**src/rtl/tick_timer_ctrl.sv**
```systemverilog
// Prescaled countdown timer: one-shot or periodic, with pause and abort.
// The prescaler divides the clock by DIV, and counter_out counts down in prescaler steps.
module tick_timer_ctrl #(
  parameter int unsigned DIV   = 50000000,
  parameter int unsigned PRE_W = 25
) (
  input  logic             clock,
  input  logic             reset,
  input  logic             start,
  input  logic             stop,
  input  logic             pause,
  input  logic             mode,
  input  logic [3:0]       load_val,
  output logic             busy,
  output logic             tick,
  output logic             done,
  output logic [3:0]       counter_out,
  output logic [PRE_W-1:0] contador
);

  localparam int unsigned      CNT_W   = 4;
  localparam logic [PRE_W-1:0] PRE_MAX = PRE_W'(DIV - 1);

  typedef enum logic [1:0] {
    ST_IDLE  = 2'd0,
    ST_RUN   = 2'd1,
    ST_PAUSE = 2'd2
  } state_e;

  state_e             state_q, state_d;
  logic [CNT_W-1:0]   cnt_q, cnt_d;
  logic [PRE_W-1:0]   pre_q, pre_d;
  logic [CNT_W-1:0]   reload_q, reload_d;
  logic               mode_q, mode_d;
  logic               busy_q, busy_d;
  logic               tick_q, tick_d;
  logic               done_q, done_d;
  logic               step_en;

  // State register with synchronous reset.
  always_ff @(posedge clock) begin
    if (reset) begin
      state_q  <= ST_IDLE;
      cnt_q    <= '0;
      pre_q    <= '0;
      reload_q <= '0;
      mode_q   <= 1'b0;
      busy_q   <= 1'b0;
      tick_q   <= 1'b0;
      done_q   <= 1'b0;
    end else begin
      state_q  <= state_d;
      cnt_q    <= cnt_d;
      pre_q    <= pre_d;
      reload_q <= reload_d;
      mode_q   <= mode_d;
      busy_q   <= busy_d;
      tick_q   <= tick_d;
      done_q   <= done_d;
    end
  end

  // Next-state logic; priority is stop > start > pause.
  always_comb begin
    state_d  = state_q;
    cnt_d    = cnt_q;
    pre_d    = pre_q;
    reload_d = reload_q;
    mode_d   = mode_q;
    tick_d   = 1'b0;
    done_d   = 1'b0;
    step_en  = 1'b0;

    if (stop) begin
      state_d = ST_IDLE;
      cnt_d   = '0;
      pre_d   = '0;
    end else begin
      unique case (state_q)
        ST_IDLE: begin
          pre_d = '0;
          if (start) begin
            mode_d   = mode;
            reload_d = load_val;
            if (load_val != '0) begin
              state_d = ST_RUN;
              cnt_d   = load_val;
            end else begin
              cnt_d  = '0;
              done_d = 1'b1;
            end
          end
        end
        ST_RUN: begin
          if (pause) begin
            state_d = ST_PAUSE;
          end else begin
            step_en = 1'b1;
          end
        end
        ST_PAUSE: begin
          // The resume edge counts as a run step, so a pause costs exactly its length.
          if (!pause) begin
            state_d = ST_RUN;
            step_en = 1'b1;
          end
        end
        default: begin
          state_d = ST_IDLE;
          cnt_d   = '0;
          pre_d   = '0;
        end
      endcase

      if (step_en) begin
        if (cnt_q == '0) begin
          // Periodic reload cycle: the prescaler holds for one edge.
          cnt_d = reload_q;
        end else if (pre_q == PRE_MAX) begin
          pre_d  = '0;
          tick_d = 1'b1;
          cnt_d  = cnt_q - CNT_W'(1);
          if (cnt_q == CNT_W'(1)) begin
            done_d = 1'b1;
            if (!mode_q) begin
              state_d = ST_IDLE;
            end
          end
        end else begin
          pre_d = pre_q + PRE_W'(1);
        end
      end
    end

    busy_d = (state_d != ST_IDLE);
  end

  assign busy        = busy_q;
  assign tick        = tick_q;
  assign done        = done_q;
  assign counter_out = cnt_q;
  assign contador    = pre_q;

endmodule

```
**config.mk**
```make
export PLATFORM = sky130hd
export DESIGN_NAME = tick_timer_ctrl
export DESIGN_NICKNAME = d
export VERILOG_FILES = /design/src/rtl/tick_timer_ctrl.sv
export SDC_FILE = /design/constraint.sdc
export NUM_CORES = 1
export LEC_CHECK = 0
export ABC_AREA = 0
export BUFFER_PORTS_ARGS = -buffer_cell sky130_fd_sc_hd__buf_2
export CORE_UTILIZATION = 30
export CTS_CLUSTER_DIAMETER = 150
export DETAILED_ROUTE_END_ITERATION = 6
export GPL_TIMING_DRIVEN = 0
export PLACE_DENSITY_LB_ADDON = 0.12
export REMOVE_ABC_BUFFERS = 1
export SLEW_MARGIN = 30
export SYNTH_ARGS = -nofsm -noshare
export SYNTH_HDL_FRONTEND = slang
export SYNTH_SLANG_ARGS = --single-unit
```
**constraint.sdc**
```tcl
create_clock -name clock -period 5.3 [get_ports clock]
set_input_delay 1.06 -clock clock [delete_from_list [all_inputs] [get_ports clock]]
set_output_delay 1.06 -clock clock [all_outputs]
set_load 0.01 [all_outputs]
```
==> impl_metrics.yaml, run 1 <==
outcome:
  outcome: "complete, no violations"
global_route:
  grt_pass1_wl_um: 10090
  grt_overflow: 0
  grt_pass1_vias: 2024
  grt_start_max_net_pins: 43
  antenna_found_initial: 0
  track_usage_pct: 15.29
sta:
  fin_tns_setup_ns: 0
  period_needed_ns: 2.869
  worst_pin_slew_ns: 0.7155
  period_share_pct: 54.14
  worst_slack_ns: 2.431
  skew_ns: 0.008269
  rsz0062_at_grt: "false"
  fmax_ghz: 0.3485
  slew_headroom_pct: 52.30
  slew_violations: 0
  hold_violations: 0
  finalSetupViolCount: 0
cts:
  cts_tree: "done"
  ctsResizeCount: 0
  h-tree-depth: 2
  root_buffer: "clkbuf_8"
  cts_buffers: 5
  worstSkewPairLatency_ns: 0.29
  cts-hold-fix-buffers: 0
  clock_path_buffers: 2
  cts_sinks: 39
  path_clk_slew_ns: 0.08
  cts_setup_buffers: 0
critical_path:
  cp_num_buf_inv: 1
  cp_cell_sequence: "inv_1 > ha_1 > nor2b_1 > and3_2 > or3b_2 > mux2i_1"
  worst-setup-path-type: "reg -> reg"
  worstRegToRegCells: 6
  crit_slowest_cell: "and3_2"
  critPathCaptureType: "register"
  worstSetupStartpointType: "register"
  r2r_setup_slack_ns: 2.43
  cp_top_family: "simple AND/OR/NAND/NOR gates"
  cpPeakStageDelay_ns: 0.77
  reg2reg_to: "contador[15]"
  arrival_ns: 3.09
  cp.required_ns: 5.52
  r2r-start: "state_q[1]"
  crit_path_max_fanout: 42
yosys:
  synth-seq-cells: 39
  synth.most_common_cell: "dfxtp_1"
  netlist_top_cells_count: "dfxtp_1, a31oi_1, nand2_1"
  synthCells: 281
  synth_top_area_share_pct: 33.09
  yosys.area.top_type: "dfxtp_1"
  synth_cell_type_count: 45
  syn_area_per_cell_sq_um: 8.398
  synth_edf_count: 0
  netlist_area_sq_um: 2360
  synth_ff_type: "dfxtp_1"
  async_reset_ff_share_pct: 0
  ys_warn_count: 0
  ys_seq_area_share_pct: 33.09
  synth_area_leaders: "dfxtp_1, a31oi_1, mux2i_1, ha_1, nand3_1"
placement:
  dp_hpwl_um: 4234
  port_buffers: 41
  gp_congestion: 0.7641
  pre_cts_slack_ns: 2.131
drt:
  routed_via_density: 5.418
  num_vias: 2216
  routed_wl_um: 6042
  wl_per_cell_um: 14.77
  drtIter0Drc: 107
  remaining_drc_errors: 0
  first_pass_iters: 4
  ant_nets: 0
floorplanning:
  die_w_um: 90.69
  coreArea_sq_um: 7408
  chipHeight_um: 90.69
  core.rowCount: 31
  io_pins: 42
  initial_core_util_pct: 31.85
  die_area_sq_um: 8225
min_path:
  min-delay-start: "contador[22]"
  min_path_cells: 1
  hold_class: "reg -> reg"
  holdPathEnd: "contador[22]"
power_and_ir_drop:
  irDropWorstVdd_mv: 0.09008
  leakagePower_nw: 1.051
  p_per_area_nw_per_um2: 205.0
final_layout:
  n_antenna_cell: 0
  area_delta_synth_final_pct: 12.67
  nets: 329
  final_layout_size_suffix_gt1_share_pct: 19.68
flow_run:
  maxCapViolations: 0
[layout by cell type, fill, tap and decap left out, types with 2 or more instances in the layout]
master and n:
buf_2 41, dfxtp_1 39, a31oi_1 30, nand2_1 25
nand3_1 20, nor2_1 16, mux2i_1 16, nand4_1 11
a21oi_1 11, nand3b_1 8, nor3_1 8, ha_1 8
inv_1 7, and3_1 6, and2_1 5, and4_1 5
clkbuf_8 5, nor2b_1 4, o21ai_0 3, o21a_1 3
mux2_2 3, xnor2_1 3, o211ai_1 3, o221ai_1 3
or3b_2 3, nor4_4 2, a22oi_1 2, o21ai_1 2
[cell families after synthesis]
logic type                 count (synthesis)  synth area share [%]
and+or+nand+nor                          124                 30.33
AOI/OAI and AO/OA                         62                 17.02
DFF                                       39                 33.09
buffers and inverters                     25                 5.620
muxes                                     19                 8.218
adders and majority gates                  8                 4.242
xor gates and xnor gates                   4                 1.485
[layout make-up]
| class | count | area, sq um |
|---|---|---|
| Clock buffer | 6 | 72.57 |
| Fill cell | 792 | 4750 |
| Inverter | 7 | 26.28 |
| Multi-Input combinational cell | 217 | 1450 |
| Sequential cell | 39 | 780.7 |
| Tap cell | 99 | 123.9 |
| Timing Repair Buffer | 41 | 205.2 |
[worst max-delay path by stage]
| stage | from | cells after the start | endpoint |
|---|---|---|---|
| 3_5_place_dp | pause | 5 | contador[21] |
| 3_3_place_gp | pause | 5 | contador[15] |
| 2_1_floorplan | pause | 4 | contador[15] |
| 6_report | state_q[1] | 6 | contador[15] |
| 5_1_grt | state_q[1] | 6 | contador[15] |
| 4_1_cts | state_q[1] | 6 | contador[21] |
[per-stage QoR]
stage | std cells | hold slack [ns] | total power [W] | utilization [%] | area, sq um
2_1_floorplan | 263 | 0.4637 | 0.0003435 | - | 2253
3_3_place_gp | 403 | 0.4761 | 0.0003609 | 34.86 | 2582
3_5_place_dp | 403 | 0.4686 | 0.0003608 | 34.91 | 2586
4_1_cts | 409 | 0.4873 | 0.0005577 | 35.89 | 2659
5_1_grt | 409 | 0.5087 | 0.0005779 | 35.89 | 2659
6_report | 409 | 0.4871 | 0.0005452 | 35.89 | 2659
[state kept, by name, indices dropped and copies added (netlist names)]
| signal | flops |
|---|---|
| state_q | 2 |
| reload_q | 4 |
| tick | 1 |
| mode_q | 1 |
| contador | 25 |
| counter_out | 4 |
| done | 1 |
| busy | 1 |
[metal layers]
layer / track usage, % / wire [um] / up-vias
li1: - / - / 1107
met4: 4.839 / 60 / 0
met1: 21.03 / 3056 / 1053
met2: 23.80 / 2684 / 51
met5: 0 / 0 / -
met3: 3.030 / 240 / 5
[power breakdown]
group	total (W)	switching (W)	internal, W	leakage, nW
Combinational	0.0000519	0.0000301	0.0000218	0.698
Sequential	0.000302	0.00000460	0.000297	0.315
Clock	0.000191	0.000103	0.0000880	0.0371
Note: power is estimated with default switching activity, not from simulation.
==> inputs of run 2 (changes only) <==
==> constraint.sdc (replaced) <==
create_clock -name clock -period 2.9 [get_ports clock]
set_input_delay 0.58 -clock clock [delete_from_list [all_inputs] [get_ports clock]]
set_output_delay 0.58 -clock clock [all_outputs]
set_load 0.01 [all_outputs]
==> run 2 against run 1 <==
Compared with the run above:
- flip-flop and latch count unchanged
- setup slack lost 2.1 ns
- global-route usage is essentially flat
- clock power grew 83%
- final area is 0.24% higher
- routed wire length down 0.26%
- combinational power grew 84%
- hold slack is essentially flat
- core utilization grew 0.084 points
- critical endpoint is now state_q[1]
- largest power group unchanged
==> impl_metrics.yaml, run 2 (synthesis gave the netlist of run 1 again) <==
final_layout:
  regArea_sq_um: 780.7
  layout_common_cells: "buf_2, dfxtp_1, a31oi_1, nand2_1, nand3_1"
  final_common_cell: "buf_2"
  n_antenna_cell: 0
  design_area_sq_um: 2665
  final_layout_size_suffix_gt1_share_pct: 20.00
  utilization_pct: 35.97
  num-fill-cells: 792
  area_delta_synth_final_pct: 12.94
  nets: 329
  multi_input_area_sq_um: 1456
  largest_reg_flops: 25
global_route:
  grt_pass1_vias: 2022
  grt_overflow: 0
  grt_pass1_wl_um: 10070
  track_usage_pct: 15.25
  antenna_found_initial: 0
  grt_start_max_net_pins: 43
floorplanning:
  io_pins: 42
  die_area_sq_um: 8225
  core.rowCount: 31
  chipHeight_um: 90.69
  coreArea_sq_um: 7408
  die_w_um: 90.69
  initial_core_util_pct: 31.85
cts:
  path_clk_slew_ns: 0.08
  worstSkewPairLatency_ns: 0.29
  cts_setup_buffers: 0
  cts_tree: "done"
  cts-hold-fix-buffers: 0
  cts_sinks: 39
  h-tree-depth: 2
  root_buffer: "clkbuf_8"
  clock_path_buffers: 2
  cts_buffers: 5
critical_path:
  crit_path_max_fanout: 42
  cp.required_ns: 3.07
  arrival_ns: 2.73
  worst-setup-path-type: "reg -> reg"
  worstSetupStartpointType: "register"
  critPathCaptureType: "register"
drt:
  wl_per_cell_um: 14.73
  ant_nets: 0
  num_vias: 2205
  first_pass_iters: 4
  routed_via_density: 5.391
  drtIter0Drc: 108
  remaining_drc_errors: 0
  routed_wl_um: 6026
power_and_ir_drop:
  leakagePower_nw: 1.049
  power_frac_clock_pct: 35.1
  sw_frac_of_total_pct: 25.35
  power.switching_w: 0.0002528
  power_w: 0.0009971
  seq_power_share_pct: 55.3
  irDropWorstVdd_mv: 0.1651
  p_per_area_nw_per_um2: 374.1
  comb_power_share_pct: 9.6
  power.internal_w: 0.0007443
sta:
  period_needed_ns: 2.564
  hold_violations: 0
  skew_ns: 0.007063
  fmax_ghz: 0.3900
  period_share_pct: 88.41
  slew_headroom_pct: 54.34
  slew_violations: 0
  worst_pin_slew_ns: 0.6842
  rsz0062_at_grt: "false"
  finalSetupViolCount: 0
outcome:
  outcome: "complete, no violations"
placement:
  dp_hpwl_um: 4234
  port_buffers: 41
  placed_area_sq_um: 2586
  gp_congestion: 0.7641
min_path:
  hold_class: "reg -> reg"
flow_run:
  maxCapViolations: 0
## run 2: changes by cell type in the layout (fill, tap and decap cells not counted)
cell	previous run	this run
nor2b_2	0	1
and3_2	1	0
and3_4	0	1
nor2b_1	4	3
## run 2: cell type report
class	instances	share of cell area [%]
repair buffers	41	7.700
well taps	99	4.648
inverters	7	0.9859
multi-input cells	217	54.65
clock buffers	6	2.723
flip-flops and latches	39	29.30
## run 2: final timing paths
check                                  start  cells after the start  slack (ns)           end
worst max-delay path             contador[0]                      6        0.34    state_q[1]
worst min-delay path            contador[22]                      1        0.49  contador[22]
worst max register to register   contador[0]                      6        0.34    state_q[1]
worst min register to register  contador[22]                      1        0.49  contador[22]
## run 2: critical path: stages, from the launching register on
cell and delay, ns:
dfxtp_1 0.42, ha_1 0.24, and4_1 0.43, nand2_4 0.12, or4_4 0.78, o31ai_2 0.39, nor2_1 0.08
## run 2: through the flow
stage	setup TNS (ns)	hold WS, ns	instances	worst slack [ns]
2_1_floorplan	0	0.4637	263	0.2185
3_3_place_gp	-3.344	0.4761	403	-0.3980
3_5_place_dp	0	0.4686	403	0.01197
4_1_cts	0	0.4873	409	0.1968
5_1_grt	0	0.5087	409	0.1659
6_report	0	0.4872	409	0.3360
## run 2: power by group through the flow
stage	Sequential [W]	Combinational [W]	Clock, W
floorplan	0.000564	0.0000643	0
global placement	0.000564	0.0000952	0
detailed placement	0.000564	0.0000950	0
CTS	0.000552	0.0000960	0.000372
global route	0.000553	0.000109	0.000395
finish	0.000552	0.0000957	0.000350
## run 2: metal layers
layer | global-route usage (%) | vias to the layer above | share of wire [%]
met5 | 0 | - | 0
met4 | 4.839 | 0 | 1.0
met3 | 3.030 | 5 | 4.2
met2 | 23.55 | 47 | 44
met1 | 21.13 | 1043 | 50
li1 | - | 1110 | -
## run 2: what timing repair did
action	CTS	global route
pin swaps	0	0
hold endpoints to repair	0	0
endpoints found under the setup margin	1	1
resized for setup	1	1
